===== src/rtl/vending_change_dispenser.sv =====
// rtl/vending_change_dispenser.sv - greedy 50/10/5 change dispenser with coin inventory and hopper handshake
// Optional ack watchdog: define CHANGE_TIMEOUT_EN.
module vending_change_dispenser #(
  parameter int AMT_W       = 7,
  parameter int INV_W       = 4,
  parameter int INIT_50     = 2,
  parameter int INIT_10     = 5,
  parameter int INIT_5      = 5,
  parameter int TIMEOUT_CYC = 16
) (
  input  logic             clk,
  input  logic             rst_n,
  input  logic             req_valid,
  input  logic [AMT_W-1:0] req_amount,
  output logic             req_ready,
  input  logic             restock,
  output logic             disp_valid,
  output logic [1:0]       disp_coin,
  input  logic             disp_ack,
  output logic             busy,
  output logic [AMT_W-1:0] remaining,
  output logic             done,
  output logic             short,
  output logic             fault,
  output logic [INV_W-1:0] inv_50,
  output logic [INV_W-1:0] inv_10,
  output logic [INV_W-1:0] inv_5
);

  typedef enum logic [1:0] {
    S_IDLE     = 2'd0,
    S_SELECT   = 2'd1,
    S_DISPENSE = 2'd2,
    S_FINISH   = 2'd3
  } state_t;

  localparam logic [1:0] COIN_NONE = 2'b00;
  localparam logic [1:0] COIN_5    = 2'b01;
  localparam logic [1:0] COIN_10   = 2'b10;
  localparam logic [1:0] COIN_50   = 2'b11;

  localparam logic [AMT_W-1:0] VAL_50 = AMT_W'(50);
  localparam logic [AMT_W-1:0] VAL_10 = AMT_W'(10);
  localparam logic [AMT_W-1:0] VAL_5  = AMT_W'(5);

  localparam logic [INV_W-1:0] INV_INIT_50 = INV_W'(INIT_50);
  localparam logic [INV_W-1:0] INV_INIT_10 = INV_W'(INIT_10);
  localparam logic [INV_W-1:0] INV_INIT_5  = INV_W'(INIT_5);
  localparam logic [INV_W-1:0] INV_ONE     = INV_W'(1);

  state_t           r_state;
  state_t           w_state_nxt;
  logic [AMT_W-1:0] r_remaining;
  logic [INV_W-1:0] r_inv_50;
  logic [INV_W-1:0] r_inv_10;
  logic [INV_W-1:0] r_inv_5;
  logic [1:0]       r_coin;
  logic             r_done;
  logic             r_short;
  logic [1:0]       w_sel_coin;
  logic [AMT_W-1:0] w_coin_val;
  logic             w_accept;
  logic             w_ack;
  logic             w_timeout;

  // Greedy choice: largest coin that fits the amount owed and is still in stock
  always_comb begin
    w_sel_coin = COIN_NONE;
    if (r_remaining >= VAL_50 && r_inv_50 != '0) begin
      w_sel_coin = COIN_50;
    end else if (r_remaining >= VAL_10 && r_inv_10 != '0) begin
      w_sel_coin = COIN_10;
    end else if (r_remaining >= VAL_5 && r_inv_5 != '0) begin
      w_sel_coin = COIN_5;
    end
  end

  // Value of the coin currently offered to the hopper
  always_comb begin
    w_coin_val = '0;
    case (r_coin)
      COIN_50: w_coin_val = VAL_50;
      COIN_10: w_coin_val = VAL_10;
      COIN_5:  w_coin_val = VAL_5;
      default: w_coin_val = '0;
    endcase
  end

  // FSM state register
  always_ff @(posedge clk or negedge rst_n) begin
    if (!rst_n) begin
      r_state <= S_IDLE;
    end else begin
      r_state <= w_state_nxt;
    end
  end

  // Next-state decode and per-cycle control strobes
  always_comb begin
    w_state_nxt = r_state;
    w_accept    = 1'b0;
    w_ack       = 1'b0;
    case (r_state)
      S_IDLE: begin
        if (req_valid) begin
          w_accept    = 1'b1;
          w_state_nxt = S_SELECT;
        end
      end
      S_SELECT: begin
        w_state_nxt = (w_sel_coin == COIN_NONE) ? S_FINISH : S_DISPENSE;
      end
      S_DISPENSE: begin
        if (disp_ack) begin
          w_ack       = 1'b1;
          w_state_nxt = S_SELECT;
        end else if (w_timeout) begin
          w_state_nxt = S_FINISH;
        end
      end
      S_FINISH: begin
        w_state_nxt = S_IDLE;
      end
      default: begin
        w_state_nxt = S_IDLE;
      end
    endcase
  end

  // Refund amount, inventories, latched coin and end-of-refund pulses
  always_ff @(posedge clk or negedge rst_n) begin
    if (!rst_n) begin
      r_remaining <= '0;
      r_inv_50    <= INV_INIT_50;
      r_inv_10    <= INV_INIT_10;
      r_inv_5     <= INV_INIT_5;
      r_coin      <= COIN_NONE;
      r_done      <= 1'b0;
      r_short     <= 1'b0;
    end else begin
      r_done  <= (r_state == S_FINISH);
      r_short <= (r_state == S_FINISH) && (r_remaining != '0);
      // Restock is only honoured while idle; it lands on the same edge as an accept
      // so the following SELECT already sees the reloaded counts.
      if (r_state == S_IDLE && restock) begin
        r_inv_50 <= INV_INIT_50;
        r_inv_10 <= INV_INIT_10;
        r_inv_5  <= INV_INIT_5;
      end
      if (w_accept) begin
        r_remaining <= req_amount;
      end
      if (r_state == S_SELECT) begin
        r_coin <= w_sel_coin;
      end
      // A coin only counts once the hopper acknowledges it
      if (w_ack) begin
        r_remaining <= r_remaining - w_coin_val;
        case (r_coin)
          COIN_50: r_inv_50 <= r_inv_50 - INV_ONE;
          COIN_10: r_inv_10 <= r_inv_10 - INV_ONE;
          COIN_5:  r_inv_5  <= r_inv_5 - INV_ONE;
          default: r_inv_5  <= r_inv_5;
        endcase
      end
    end
  end

`ifdef CHANGE_TIMEOUT_EN
  localparam int TMO_W = (TIMEOUT_CYC > 1) ? $clog2(TIMEOUT_CYC) : 1;
  localparam logic [TMO_W-1:0] TMO_LAST = TMO_W'(TIMEOUT_CYC - 1);

  logic [TMO_W-1:0] r_tmo_cnt;
  logic             r_fault;

  assign w_timeout = (r_state == S_DISPENSE) && !disp_ack && (r_tmo_cnt == TMO_LAST);

  // Ack watchdog: counts consecutive unacknowledged DISPENSE cycles; fault is sticky
  always_ff @(posedge clk or negedge rst_n) begin
    if (!rst_n) begin
      r_tmo_cnt <= '0;
      r_fault   <= 1'b0;
    end else begin
      if (r_state != S_DISPENSE || disp_ack) begin
        r_tmo_cnt <= '0;
      end else begin
        r_tmo_cnt <= r_tmo_cnt + TMO_W'(1);
      end
      if (w_timeout) begin
        r_fault <= 1'b1;
      end
    end
  end

  assign fault = r_fault;
`else
  logic w_unused_tmo;

  assign w_unused_tmo = |TIMEOUT_CYC;
  assign w_timeout    = 1'b0;
  assign fault        = 1'b0;
`endif

  assign req_ready  = (r_state == S_IDLE);
  assign busy       = (r_state != S_IDLE);
  assign disp_valid = (r_state == S_DISPENSE);
  assign disp_coin  = (r_state == S_DISPENSE) ? r_coin : COIN_NONE;
  assign remaining  = r_remaining;
  assign done       = r_done;
  assign short      = r_short;
  assign inv_50     = r_inv_50;
  assign inv_10     = r_inv_10;
  assign inv_5      = r_inv_5;

endmodule


===== config.mk =====
export PLATFORM = sky130hd
export DESIGN_NAME = vending_change_dispenser
export DESIGN_NICKNAME = d
export VERILOG_FILES = /design/src/rtl/vending_change_dispenser.sv
export SDC_FILE = /design/constraint.sdc
export NUM_CORES = 1
export LEC_CHECK = 0
export CAP_MARGIN = 0
export CORE_MARGIN = 2
export CORE_UTILIZATION = 50
export DETAILED_ROUTE_END_ITERATION = 10
export DONT_BUFFER_PORTS = 1
export PLACE_DENSITY = 0.76
export SLEW_MARGIN = 20
export SYNTH_ARGS = -nofsm -noshare
export SYNTH_HDL_FRONTEND = slang
export SYNTH_SLANG_ARGS = --single-unit

===== constraint.sdc =====
create_clock -name clk -period 4.23 [get_ports clk]
set_input_delay 0.423 -clock clk [delete_from_list [all_inputs] [get_ports clk]]
set_output_delay 0.423 -clock clk [all_outputs]
set_load 0.005 [all_outputs]

==> results of run 1 <==
-- stage by stage --
stage / total power [W] / instance area, µm² / setup WS, ps / cells
CTS: 0.00116 / 1670 / 2160 / 219
detailed placement: 0.00104 / 1610 / 2190 / 213
global placement: 0.00101 / 1610 / 2280 / 213
floorplan: 0.000900 / 1580 / 2410 / 174
global route: 0.00127 / 1670 / 2030 / 219
finish: 0.00116 / 1670 / 2150 / 219
-- cells in the final DEF (no fill, tap or decap), types with 5 or more instances in the layout --
master	count
o21ai_1	8
nand2b_1	5
nand3_1	6
a21oi_1	12
mux2i_1	8
dfrtp_1	20
nor3_1	11
dfstp_2	5
o21ai_0	5
nand2_1	10
nor2_1	13
inv_1	13
ha_1	9
-- cell usage after synthesis (2+ instances only) --
library cell and number:
inv_1 13, o31ai_1 3, nand3_1 6, ha_1 9, o21ai_1 8, nand2_1 10
xor2_1 2, a21oi_1 12, a211oi_1 3, xnor2_1 2, nor2b_1 3, dfstp_2 5
buf_2 2, nor4_1 2, nand2b_1 5, nor3_1 11, nor3b_1 3, o21a_1 2
o21ai_0 5, clkbuf_1 3, and2_1 3, dfrtp_1 20, mux2i_1 8, nor2_1 13
-- cell families after synthesis --
kind of cell    Yosys count  synth area share
compound gates           44             0.177
buf+inv                  19            0.0492
mux                       8            0.0508
xor+xnor                  4            0.0222
fa+ha+maj                10            0.0842
flops                    25             0.401
other cells               1           0.00238
simple gates             63             0.213
-- sequential cells by signal, indices dropped and copies added (netlist names) --
register,count
r_state,2
inv_5,4
inv_10,4
r_coin,2
done,1
short,1
inv_50,4
remaining,7
-- critical path: cells and delay by family, from the launching register on --
family                     cells  cell delay, ps
DFF                            1             490
buffers and inverters          1              60
and+or+nand+nor                4             580
AOI/OAI and AO/OA              1             220
adders and majority gates      2             620
-- where the power goes --
part,leakage [nW],internal (W),switching (W)
sequential,0.307,0.000328,0.000132
clock,0.0177,0.0000355,0.0000779
combinational,0.408,0.000253,0.000336
total,0.732,0.000616,0.000546
-- area by class of cell --
type / instances / share of cell area
clock buffer: 3 / 0.0135
clock inverter: 1 / 0.00300
inverter: 13 / 0.0293
multi-input combinational: 130 / 0.520
sequential: 25 / 0.379
tap: 44 / 0.0330
timing repair buffer: 3 / 0.0225
-- per-layer routing --
| layer | up-vias | track usage |
|---|---|---|
| met5 | - | 0 |
| met4 | 0 | 0.0667 |
| met3 | 2 | 0.0498 |
| met2 | 52 | 0.325 |
| met1 | 634 | 0.276 |
| li1 | 623 | - |
-- worst paths after layout --
check / start / endpoint / depth (start not counted)
worst max-delay path: r_coin[1] / remaining[6] / 8
worst min-delay path: disp_ack / r_state[1] / 1
worst max register to register: r_coin[1] / remaining[6] / 8
worst min register to register: inv_50[0] / inv_50[0] / 1
max in group asynchronous: rst_n / inv_5[2] / 2
min in group asynchronous: rst_n / inv_10[3] / 2
==> results.cfg, run 1 <==
[outcome]
status = finished, final reports clean

[routing]
maxUsedRoutingLayer = met4
avgRoutedWirePerCell_um = 15.9
ant_nets = 0
dr_wl_met3_um = 253
drt_iter0_drc = 64
drc_errors = 0
dr.pass1.iters = 4
m1WireLength_um = 1560
num_vias = 1311
routed_wl_um = 3480
wl_met2_um = 1650
via_per_inst = 5.99

[power_and_ir_drop]
vdd_drop_max_v = 0.000342
leakage_nw = 0.732
powerDensity_mw_per_mm2 = 697

[clocking]
clkTransAtPathRegs_ps = 150
cts_resized = 0
clock_path_buffers = 2
clock_sink_count = 25
clkLatencyLatePin_ps = 330
cts_tree = built
post-cts-setup-buffers = 0
htreeDepth = 1
ctsHoldBuffers = 2
cts_made_buffers = 3
root_buffer = clkbuf_4

[finish]
syn_to_final_growth_pct = 5.80
multiInputGateArea_um2 = 866
fillCellCount = 267
diodes = 0
nNetsFinal = 198
drive_gt1_frac = 0.0686
final_util = 0.550
register_area_um2 = 632

[synthesis]
syn_area_mm2 = 0.00158
synth_top_area_cell = dfrtp_1
ys.flop_type = dfrtp_1
synthesis.instances = 174
postSynthAreaPerCell_um2 = 9.05
ys_top_cells_by_area = dfrtp_1 32%, dfstp_2 8.3%, ha_1 7.1%, mux2i_1 5.1%, a21oi_1 3.8%
synth-seq-cells = 25
synthesis.nets = 196
synth_edf_count = 0
synth.distinct_cells = 45
netlist.area_leader.share = 0.318
ys_seq_area_frac = 0.401
synthArstFlopShare = 1.00
yosys_warnings = 0

[critical_path]
crit_path_top_delay_cell = dfrtp_1
cpMostUsedCell = nand2b_1
crit_fanout = 7
start_kind = flip-flop
r2r_slack_ps = 2150
crit_type = flip-flop to flip-flop
crit_path_end_kind = flip-flop
cp_data_arrival_time_ps = 2290
required_ps = 4450
slowest_delay_ps = 490
path_cells = nand2b_1 -> inv_1 -> ha_1 -> fa_1 -> nand2b_1 -> a21oi_1 -> or4b_1 -> nand3_1

[timing]
finalHoldViolCount = 0
setup_tns_ps = 0
whs_ps = 157
relSlewSlack = 0.670
period_minus_slack_ps = 2080
max_freq_ghz = 0.481
slew_viol_final = 0
tightest_slew_ps = 491
finalSetupViolCount = 0
period_share = 0.491
finalClockSkew_ps = 7.39
rsz0062_at_grt = false

[grt]
grt_pass1_wl_um = 5570
gr-total-overflow = 0
grt_max_degree = 26
grtUsageTotal = 0.206
grt_pass1_vias = 1217
antenna_found_initial = 0

[floorplanning]
start_util = 0.520
io_pins = 39
core_region_area_mm2 = 0.00303
die_x_um = 60.1
die-area_mm2 = 0.00362
rows = 20
die_height_um = 60.1

[hold_path]
hold_class = primary input to flip-flop

[run]
drv_cap = 0

[placement]
gp_congestion = 0.951
place_hpwl_um = 2650
io_buffers = 0
No activity file was read; power rests on OpenSTA's default activity.
==> inputs of run 2 (changes only) <==
--- a/config.mk
+++ b/config.mk
@@ -10,7 +10,7 @@
 export CORE_UTILIZATION = 50
 export DETAILED_ROUTE_END_ITERATION = 10
 export DONT_BUFFER_PORTS = 1
-export PLACE_DENSITY = 0.76
+export PLACE_DENSITY = 0.79
 export SLEW_MARGIN = 20
 export SYNTH_ARGS = -nofsm -noshare
 export SYNTH_HDL_FRONTEND = slang
==> constraint.sdc (replaced) <==
create_clock -name clk -period 1.75 [get_ports clk]
set_input_delay 0.175 -clock clk [delete_from_list [all_inputs] [get_ports clk]]
set_output_delay 0.175 -clock clk [all_outputs]
set_load 0.005 [all_outputs]
==> run 2 against run 1 <==
Against the previous run:
- the flow now finishes with violations (setup timing)
- via count increased by 5.6%
- power increased to 2.9 times the previous value
- sequential cell count unchanged
- cell area increased by 13%
- clock power increased by 150%
- sequential power increased by 140%
- critical path depth unchanged
- die area unchanged
- non-clock buffer count increased by 17
- wire length increased by 16%
- worst setup slack got worse by 2200 ps
- critical endpoint unchanged
- largest cell class unchanged
- largest power group unchanged
==> results.cfg, run 2 (same netlist as run 1, synthesis figures left out) <==
[outcome]
status = complete, but fails checks
violations = setup timing

[grt]
grt_pass1_wl_um = 6560
gr-total-overflow = 0
antenna_found_initial = 0
grt_pass1_vias = 1440
grt_max_degree = 26
grtUsageTotal = 0.242

[timing]
period_minus_slack_ps = 1790
finalSetupViolCount = 3
max_freq_ghz = 0.559
setup_tns_ps = -69.0
fin_ws_ps = -37.5
finalHoldViolCount = 0
finalClockSkew_ps = 6.94
rsz0062_at_grt = true
slew_viol_final = 0
period_share = 1.02

[critical_path]
path_cells = nand2b_4 -> inv_2 -> ha_4 -> fa_2 -> nand2b_4 -> a21oi_4 -> or4b_1 -> nand3_1
r2r-start = r_coin[1]
cpMostUsedCell = nand2b_4
crit_fanout = 3
path_buf_inv = 1
crit_path_top_delay_cell = or4b_1
crit_path_end_kind = flip-flop
slowest_delay_ps = 460
cp_data_arrival_time_ps = 2070
startpoint = r_coin[1]
required_ps = 2040
crit_family = simple AND/OR/NAND/NOR gates
start_kind = flip-flop
crit_type = flip-flop to flip-flop

[placement]
place_hpwl_um = 2950
gp_congestion = 0.875
dp_worst_setup_slack_ps = -26.6
dpl.cell_count = 227
io_buffers = 0
place_area_mm2 = 0.00175

[routing]
dr.pass1.iters = 4
ant_nets = 0
drt_iter0_drc = 85
via_per_inst = 5.86
avgRoutedWirePerCell_um = 17.1
drc_errors = 0
routed_wl_um = 4030
num_vias = 1384

[power_and_ir_drop]
pwr-share-clk = 0.083
p_switching_w = 0.00154
seqPwrFrac = 0.325
vdd_drop_max_v = 0.00100
leakage_nw = 0.832
swShare = 0.459
p_int_w = 0.00182
combPwrFrac = 0.593
powerDensity_mw_per_mm2 = 1780

[floorplanning]
die-area_mm2 = 0.00362
die_x_um = 60.1
io_pins = 39
rows = 20
die_height_um = 60.1
core_region_area_mm2 = 0.00303
start_util = 0.520

[finish]
nNetsFinal = 215
final_common_cell = dfrtp_1
final_cells = 236
diodes = 0
multiInputGateArea_um2 = 950
design_area_mm2 = 0.00188
final_util = 0.622
fillCellCount = 255
largest_register_ffs = 7
final_cell_mix = 20 x dfrtp_1, 16 x buf_4, 12 x inv_1, 12 x nor2_1
drive_gt1_frac = 0.214
register_area_um2 = 632
syn_to_final_growth_pct = 19.6

[clocking]
cts_made_buffers = 3
htreeDepth = 1
clock_sink_count = 25
cts_tree = built
clkTransAtPathRegs_ps = 150
root_buffer = clkbuf_4
clkLatencyLatePin_ps = 340
clock_path_buffers = 2

[run]
drv_cap = 0

[hold_path]
hold_start = req_amount[6]
hold_class = primary input to flip-flop
## run 2: changes by cell type in the layout (fill, tap and decap cells not counted), sizes merged
cell / previous run / this run
buf: 2 / 18
dlygate4sd3: 1 / 2
## run 2: layer usage
layer / routed length (µm) / share of wire / vias to the layer above / global-route usage
met5: 0 / 0 / - / 0
met4: 45 / 0.011 / 0 / 0.0889
met3: 191 / 0.047 / 5 / 0.0368
met2: 2130 / 0.53 / 46 / 0.424
met1: 1660 / 0.41 / 677 / 0.299
li1: - / - / 656 / -
## run 2: area by class of cell
class,instances,share of cell area
clock buffer,3,0.0120
clock inverter,1,0.00266
inverter,13,0.0259
multi-input combinational,130,0.504
sequential,25,0.335
tap,44,0.0292
timing repair buffer,20,0.0910
## run 2: path summary, 6_finish.rpt
kind	slack, ps	to	cells past startpoint
setup reg to reg	-40	remaining[6]	8
hold / removal	1	remaining[6]	2
min in group asynchronous	260	remaining[5]	2
max in group asynchronous	1260	inv_5[2]	2
setup / recovery	-40	remaining[6]	8
hold reg to reg	560	inv_50[0]	1
## run 2: power by group through the flow
stage | registers, W | clock network (W) | logic [W]
after floorplan | 0.00103 | 0 | 0.00122
after global placement | 0.00107 | 0 | 0.00165
after detailed placement | 0.00108 | 0 | 0.00175
after CTS | 0.00107 | 0.000277 | 0.00181
after global routing | 0.00112 | 0.000308 | 0.00221
final | 0.00109 | 0.000279 | 0.00199
## run 2: through the flow
step	total power, W	hold slack, ps
6_report	0.00336	1.38
5_1_grt	0.00364	13.8
4_1_cts	0.00315	9.51
3_5_place_dp	0.00283	-120
3_3_place_gp	0.00273	-120
2_1_floorplan	0.00225	-121
## run 2: timing repair
item	CTS	global route
setup buffers	0	2
resized for setup	2	8
pin swaps	1	4
hold buffers	3	0
setup endpoints to repair	3	4
endpoints found under the hold margin	26	0
